$ cat src/rtl/stream_scalar_reduce.sv
// Streaming matrix-to-scalar reduction (signed sum or signed max) with an
// AXI-Stream style input and output and a sticky input-tlast consistency flag.
module stream_scalar_reduce #(
    parameter int X_W          = 8,
    parameter int Y_W          = 32,
    parameter int MATRIXSIZE_W = 24,
    parameter int MODE         = 0
) (
    input  logic                    clk,
    input  logic                    rst,
    input  logic [X_W-1:0]          in_tdata,
    input  logic                    in_tlast,
    input  logic                    in_tvalid,
    output logic                    in_tready,
    output logic [Y_W-1:0]          out_tdata,
    output logic                    out_tlast,
    output logic                    out_tvalid,
    input  logic                    out_tready,
    input  logic [MATRIXSIZE_W-1:0] DIM1,
    input  logic [MATRIXSIZE_W-1:0] DIM2,
    output logic                    err_tlast
);

    // Wide enough to sum a full DIM1 x DIM2 matrix of X_W-bit elements.
    localparam int ACC_W = X_W + 2 * MATRIXSIZE_W;

    typedef enum logic [1:0] {
        RESET = 2'd0,
        ACC   = 2'd1,
        OUT   = 2'd2
    } state_t;

    state_t state_q;
    state_t state_d;

    logic [MATRIXSIZE_W-1:0] col_q;
    logic [MATRIXSIZE_W-1:0] row_q;
    logic [MATRIXSIZE_W-1:0] col_max;
    logic [MATRIXSIZE_W-1:0] row_max;

    logic signed [ACC_W-1:0] acc_q;
    logic signed [ACC_W-1:0] x_ext;
    logic signed [ACC_W-1:0] acc_next;
    logic [Y_W-1:0]          result;
    logic [Y_W-1:0]          out_data_q;
    logic                    err_q;

    logic in_hs;
    logic out_hs;
    logic col_last;
    logic row_last;
    logic final_beat;
    logic first_beat;

    assign col_max    = DIM2 - MATRIXSIZE_W'(1);
    assign row_max    = DIM1 - MATRIXSIZE_W'(1);
    assign col_last   = (col_q == col_max);
    assign row_last   = (row_q == row_max);
    assign final_beat = col_last & row_last;
    assign first_beat = (col_q == '0) && (row_q == '0);

    assign in_hs  = in_tvalid & in_tready;
    assign out_hs = out_tvalid & out_tready;

    assign x_ext = {{(ACC_W - X_W){in_tdata[X_W-1]}}, in_tdata};

    always_comb begin
        acc_next = acc_q + x_ext;
        if (MODE != 0) begin
            // Max mode: the first beat of each matrix seeds the running maximum.
            if (first_beat || (x_ext > acc_q)) acc_next = x_ext;
            else                               acc_next = acc_q;
        end
    end

    generate
        if (ACC_W > Y_W) begin : g_saturate
            localparam logic signed [ACC_W-1:0] SAT_MAX =
                {{(ACC_W - Y_W + 1){1'b0}}, {(Y_W - 1){1'b1}}};
            localparam logic signed [ACC_W-1:0] SAT_MIN =
                {{(ACC_W - Y_W + 1){1'b1}}, {(Y_W - 1){1'b0}}};
            always_comb begin
                if (acc_next > SAT_MAX)      result = SAT_MAX[Y_W-1:0];
                else if (acc_next < SAT_MIN) result = SAT_MIN[Y_W-1:0];
                else                         result = acc_next[Y_W-1:0];
            end
        end else if (ACC_W == Y_W) begin : g_direct
            assign result = acc_next;
        end else begin : g_extend
            assign result = {{(Y_W - ACC_W){acc_next[ACC_W-1]}}, acc_next};
        end
    endgenerate

    // NOTE: every output of this block gets a default first, so no path
    // through the case can leave a variable unassigned and infer a latch.
    always_comb begin
        state_d    = state_q;
        in_tready  = 1'b0;
        out_tvalid = 1'b0;
        out_tlast  = 1'b0;
        case (state_q)
            RESET: state_d = ACC;
            ACC: begin
                in_tready = 1'b1;
                if (in_hs && final_beat) state_d = OUT;
            end
            OUT: begin
                out_tvalid = 1'b1;
                out_tlast  = 1'b1;
                if (out_tready) state_d = ACC;
            end
            default: state_d = RESET;
        endcase
    end

    // NOTE: state is updated with non-blocking assignments so every register
    // in this block sees the pre-edge values of the others.
    always_ff @(posedge clk or posedge rst) begin
        if (rst) begin
            state_q    <= RESET;
            col_q      <= '0;
            row_q      <= '0;
            acc_q      <= '0;
            out_data_q <= '0;
            err_q      <= 1'b0;
        end else begin
            state_q <= state_d;
            if (in_hs) begin
                if (final_beat) begin
                    col_q      <= '0;
                    row_q      <= '0;
                    out_data_q <= result;
                end else if (col_last) begin
                    col_q <= '0;
                    row_q <= row_q + MATRIXSIZE_W'(1);
                end else begin
                    col_q <= col_q + MATRIXSIZE_W'(1);
                end
                acc_q <= acc_next;
                // Upstream tlast is only audited; counting ignores it.
                if (in_tlast != final_beat) err_q <= 1'b1;
            end else if (out_hs) begin
                acc_q <= '0;
            end
        end
    end

    assign out_tdata = out_data_q;
    assign err_tlast = err_q;

endmodule

$ cat config.mk
export PLATFORM = sky130hd
export DESIGN_NAME = stream_scalar_reduce
export DESIGN_NICKNAME = d
export VERILOG_FILES = /design/src/rtl/stream_scalar_reduce.sv
export SDC_FILE = /design/constraint.sdc
export NUM_CORES = 1
export LEC_CHECK = 0
export CAP_MARGIN = 20
export CORE_MARGIN = 8
export CORE_UTILIZATION = 51
export DETAILED_ROUTE_END_ITERATION = 6
export PLACE_DENSITY_LB_ADDON = 0.2
export SLEW_MARGIN = 20
export SYNTH_ARGS = -nofsm -noshare
export SYNTH_HDL_FRONTEND = slang
export SYNTH_SLANG_ARGS = --single-unit
$ cat constraint.sdc
create_clock -name clk -period 4.5 [get_ports clk]
set_input_delay 0.9 -clock clk [delete_from_list [all_inputs] [get_ports clk]]
set_output_delay 0.9 -clock clk [all_outputs]
set_load 0.05 [all_outputs]
# Word-level counts from Yosys, hierarchy flattened
# Index checks and enable logic that the tools add are counted.
# Widths: inputs -> output; s select.
# word_totals
elab_cells	44
regBits	139
out_inout_bits	36
input_bits	61
# op_classes
reduce_logical	8
addsub	5
mux	13
order_cmp	2
bitwise_logic	3
eq_ne	7
# ops
op	count
$mux 56	2
$mux 24	4
$mux 32	2
$add 56x8->56	1
$gt 56x32->1 const B	1
$lt 56x32->1 const B	1
$add 24x1->24 const B	2
$eq 24x24->1	2
$sub 24x1->24 const B	2
$reduce_and 2->1	4
$pmux 2 s3	1
$mux 2	2
$ne 2x2->1 const B	2
$reduce_bool 2->1	2
$and 1x1->1	3
$eq 2x1->1 const B	1
$eq 2x2->1 const B	1
$logic_not 2->1	1
$mux 1	2
$logic_and 1x1->1	1
$ne 1x1->1	1

# Depth between registers and ports, before layout
# depth
word_depth	6
depth_mapped	16
depth_no_buf	14

# Worst setup path after synthesis
# Ideal clock, no wire load.
# synth_timing
kind	input port to flip-flop
from	in DIM2[9]
to	reg row_q[13]
t_required_ns	4.422
setup_slack_ns	-0.357
cell_stages	13
arrival_time_ns	4.779
path_cell_list	buf_6 or4_4 or4b_4 buf_6 nor4_2 mux4_2 and3_1 nor3_1 nand4_2 or4_4 buf_6 or3_1 a21oi_1
# synth_between
elab_chain_cells	5
word_cells_on_any_way	6
cone_classes	1 x add/sub; 1 x eq/ne; 1 x mux; 1 x bitwise; 2 x reduce/logical
# synth_rtl
element	line_no	text
from (decl)	20	input logic [MATRIXSIZE_W-1:0] DIM2,
$sub 24x1->24 (*)	55	assign col_max = DIM2 - MATRIXSIZE_W'(1);
$eq 24x24->1 (*)	57	assign col_last = (col_q == col_max);
$and 1x1->1	59	assign final_beat = col_last & row_last;
$reduce_bool 2->1 (no source line)	--	
$reduce_and 2->1 (no source line)	--	
to (signal assigned)	135	row_q <= row_q + MATRIXSIZE_W'(1);
to (decl)	37	logic [MATRIXSIZE_W-1:0] row_q;
# Every way passes the cells marked *; elsewhere a longest branch is shown, timed or not.
# A chain may end at the register's enable or synchronous reset.

# Final worst setup path
# layout_timing
from	in in_tdata[7]
to	reg out_data_q[15], in the netlist out_tdata[15]
# layout_between
elab_chain_cells	4
word_cells_on_any_way	5
cone_classes	1 x add/sub; 2 x order compare; 2 x mux
# layout_rtl
element	line_no	text
from (decl)	11	input logic [X_W-1:0] in_tdata,
$add 56x8->56 (*)	68	acc_next = acc_q + x_ext;
$lt 56x32->1	84	else if (acc_next < SAT_MIN) result = SAT_MIN[Y_W-1:0];
$mux 32	84	
$mux 32 (*)	83	if (acc_next > SAT_MAX) result = SAT_MAX[Y_W-1:0];
to (signal assigned)	132	out_data_q <= result;
to (decl)	45	logic [Y_W-1:0] out_data_q;
# Marks and branches as above.

==> flow_metrics.tcl <==
set metrics [dict create \
    status "completed" \
    wl_per_cell_um 18.97 \
    cts_hold_buffers 0 \
    drv_cap 0 \
    period_share_pct 99.94 \
    yosys_warnings 0 \
    crit_chain "clkbuf_4 > buf_12 > ha_1 > buf_4 > nand2_1 > o21ai_2 > a21oi_2 > buf_4 > a21oi_2 > o21ai_1 > buf_4 > a211o_1 > buf_4 > a211o_1 > a21oi_2 > or3_1 > or4b_4 > a41o_4 > clkbuf_16 > nand3_1" \
    start_kind "primary input" \
    clk_latency_ns 0.44 \
    pin_count 97 \
    stdcell_count 2100 \
    cts_root_buf "clkbuf_16" \
    gp_congestion 0.9865 \
    worstReg2RegEnd "out_tdata[15]$_DFFE_PP0P_" \
    cpMostUsedCell "buf_4" \
    dp.cells 2042 \
    syn_nets 1527 \
    maxSlewHeadroom_pct 47.79 \
    hold_start "out_tdata[0]$_DFFE_PP0P_" \
    crit_family "compound AO/OA/AOI/OAI gates" \
    drt_iter0_drc 1116 \
    viasPerCell 6.092 \
    layout-drive-gt1-share_pct 28.08 \
    end_kind "flop" \
    min_path_cells 2 \
    arrival_ns 4.86 \
    swShare_pct 42.28 \
    clockBufferDepth 2 \
    slowest_stage "or4b_4" \
    grtUsageMet1_pct 35.61 \
    rr_startpoint "acc_q[0]$_DFFE_PP0P_" \
    nFillCells 1526 \
    track_usage_pct 26.87 \
    synthToLayoutAreaGrowth_pct 46.37 \
    ys.flop_type "dfrtp_1" \
    grt_max_degree 140 \
    holdWs_ns 0.4827 \
    synth_enable_flop_cells 0 \
    ys_types 77 \
    peakVddDrop_mv 0.3628 \
    fp.dieW_um 164.8 \
    syn_area_um2 11290 \
    required_ns 4.86 \
    hold_viol_final 0 \
    grt_pass1_vias 12070 \
    portBuffers 96 \
    slew_viol_final 0 \
    p_seq_share_pct 18.9 \
    vias 12790 \
    fp-row-count 54 \
    max_freq_ghz 0.2224 \
    ant_nets 0 \
    setup_viol 0 \
    hold_path_end "out_tdata[0]$_DFFE_PP0P_" \
    cts_tree "done" \
    r2r_cells 16 \
    setup_tns_ns 0 \
    tightest_slew_ns 0.7831 \
    antenna_cells 0 \
    fin_util_pct 75.95 \
    yosys_register_bits 139 \
    hp-class "flop to flop" \
    initial_core_util_pct 51.89 \
    use_met2_pct 44.39 \
    drc 0 \
    leakage_nw 7.484 \
    synthCells 1406 \
    dr.pass1.iters 7 \
    routed_wl_um 39830 \
    power_frac_comb_pct 65.4 \
    path_class "primary input to flop" \
    seq_area_frac_synth_pct 30.81 \
    crit_buf_inv 7 \
    reg2reg_slack_ns 0.25 \
    critPathMaxFanout 8 \
    overflow 0 \
    grt_pass1_wl_um 59670 \
    grt-busiest-layer "met2" \
    clkSlewWorstSetupHoldPaths_ns 0.06 \
    final_nets 1931 \
    cts.sinks 139 \
    dieArea_um2 27150 \
    power_density_nw_per_um2 562.5 \
    met3_usage_pct 3.913 \
    power.internal_w 0.005365 \
    dpl.hpwl_um 27480 \
    power_switching_w 0.003930 \
    htreeDepth 4 \
    grt_antenna_before_repair 0 \
    max_stage_delay_ns 0.47 \
    fin_worst_skew_ns 0.01881 \
    clkPwrFrac_pct 15.7 \
    design.core.area_um2 21760 \
    cts_buffers 17 \
    avgSynthCellArea_um2 8.030 \
    die_h_um 164.8 \
    layout_min_cycle_time_ns 4.497 \
    async_flop_share_pct 100.0 \
]
-- flip-flops by register name, indices dropped and copies added (netlist names) --
name,cells
row_q,24
out_tdata,32
acc_q,56
col_q,24
err_tlast,1
state_q,2
-- synthesized netlist by cell type (8+ instances only) --
master | n | area share, %
nor4_1 | 20 | 1.1
xor2_1 | 61 | 4.7
mux2i_1 | 10 | 0.89
inv_1 | 34 | 1.1
nor2b_1 | 10 | 0.55
nand2b_1 | 12 | 0.66
a22o_1 | 40 | 3.1
a21oi_1 | 97 | 4.3
a21o_1 | 20 | 1.3
nand4_1 | 34 | 1.9
nand3_1 | 83 | 3.7
o211ai_1 | 12 | 0.80
xnor2_1 | 61 | 4.7
or3_1 | 22 | 1.2
nor3_1 | 35 | 1.6
and4_1 | 9 | 0.70
nand2_1 | 194 | 6.5
nor2_1 | 113 | 3.8
dfrtp_1 | 139 | 31
ha_1 | 59 | 6.5
a211oi_1 | 15 | 1.0
o21bai_1 | 8 | 0.53
and3_1 | 25 | 1.4
o21ai_0 | 95 | 4.2
or4_1 | 8 | 0.53
clkbuf_1 | 44 | 1.5
a31oi_1 | 14 | 0.78
o31ai_1 | 11 | 0.73
-- metrics by stage --
| stage | instance area [µm²] | power, W | setup WS, ns |
|---|---|---|---|
| 2_1_floorplan | 11330 | 0.004515 | -0.03335 |
| 3_3_place_gp | 14860 | 0.006899 | -0.6429 |
| 3_5_place_dp | 14860 | 0.006987 | -0.8098 |
| 4_1_cts | 15650 | 0.008576 | 0.003074 |
| 5_1_grt | 16520 | 0.009849 | -0.1330 |
| 6_report | 16520 | 0.009294 | 0.002647 |
-- worst max-delay path by stage --
stage                startpoint                   endpoint  cells past startpoint
floorplan               DIM2[9]   out_tdata[3]$_DFFE_PP0P_                     15
global placement       DIM2[12]  out_tdata[22]$_DFFE_PP0P_                     14
detailed placement  in_tdata[0]  out_tdata[22]$_DFFE_PP0P_                     16
CTS                 in_tdata[0]  out_tdata[28]$_DFFE_PP0P_                     18
global route        in_tdata[7]  out_tdata[21]$_DFFE_PP0P_                     19
finish              in_tdata[7]  out_tdata[15]$_DFFE_PP0P_                     20
-- metal layers --
metal  vias to the layer above  share of wire (%)
li1                       5997                  -
met1                      6173                 43
met2                       539                 48
met3                        84                6.7
met4                         0                2.9
met5                         -                  0
-- cell type report --
| class | count | area, µm² | area share (%) |
|---|---|---|---|
| inverters | 34 | 131.4 | 0.7950 |
| clock inverters | 11 | 148.9 | 0.9010 |
| well taps | 280 | 350.3 | 2.120 |
| flip-flops and latches | 139 | 3478 | 21.05 |
| clock buffers | 18 | 439.2 | 2.658 |
| repair buffers | 444 | 3792 | 22.95 |
| multi-input cells | 1174 | 8184 | 49.53 |
-- worst min-delay path: stages (launching register included) --
cell,delay [ns]
dfrtp_1,0.35
nand2_1,0.05
nand3_1,0.05
-- layout by cell type, fill, tap and decap left out, drive strengths merged, types with 15 or more instances in the layout --
cell type | Yosys | final
and3 | 25 | 25
or3 | 22 | 22
nand4 | 35 | 35
xnor2 | 61 | 61
o21ai | 95 | 95
nor2 | 113 | 113
nand3 | 83 | 83
a22o | 40 | 40
xor2 | 61 | 61
nand2 | 194 | 194
clkdlybuf4s50 | 0 | 82
a21o | 20 | 20
a211oi | 15 | 15
dfrtp | 139 | 139
a21oi | 97 | 97
inv | 34 | 33
clkbuf | 44 | 25
buf | 16 | 343
nor4 | 23 | 23
nor3 | 36 | 36
ha | 59 | 59
-- power groups by stage --
stage                     Combinational, W  Clock (W)  Sequential (W)
final                              0.00608    0.00146         0.00176
after global routing               0.00654    0.00153         0.00178
after CTS                          0.00539    0.00147         0.00172
after detailed placement           0.00526          0         0.00173
after global placement             0.00517          0         0.00173
after floorplan                    0.00284          0         0.00167
-- cell families (layout without fill, tap and decap cells) --
family / Yosys count / in the layout / share of synthesized area [%]
XOR/XNOR: 122 / 122 / 9.465
buffers and inverters: 94 / 507 / 3.436
AND/OR/NAND/NOR: 607 / 608 / 26.90
AO/OA/AOI/OAI: 373 / 373 / 21.59
multiplexers: 11 / 11 / 1.086
flip-flops: 139 / 139 / 30.81
adder cells (fa/ha/maj): 60 / 60 / 6.716
-- what timing repair did --
action / CTS / global route
setup buffers: 6 / 15
endpoints found under the setup margin: 47 / 40
gates resized for setup: 35 / 134
cloned: 2 / 6
pin swaps: 24 / 49
No activity file was read; power rests on OpenSTA's default activity.
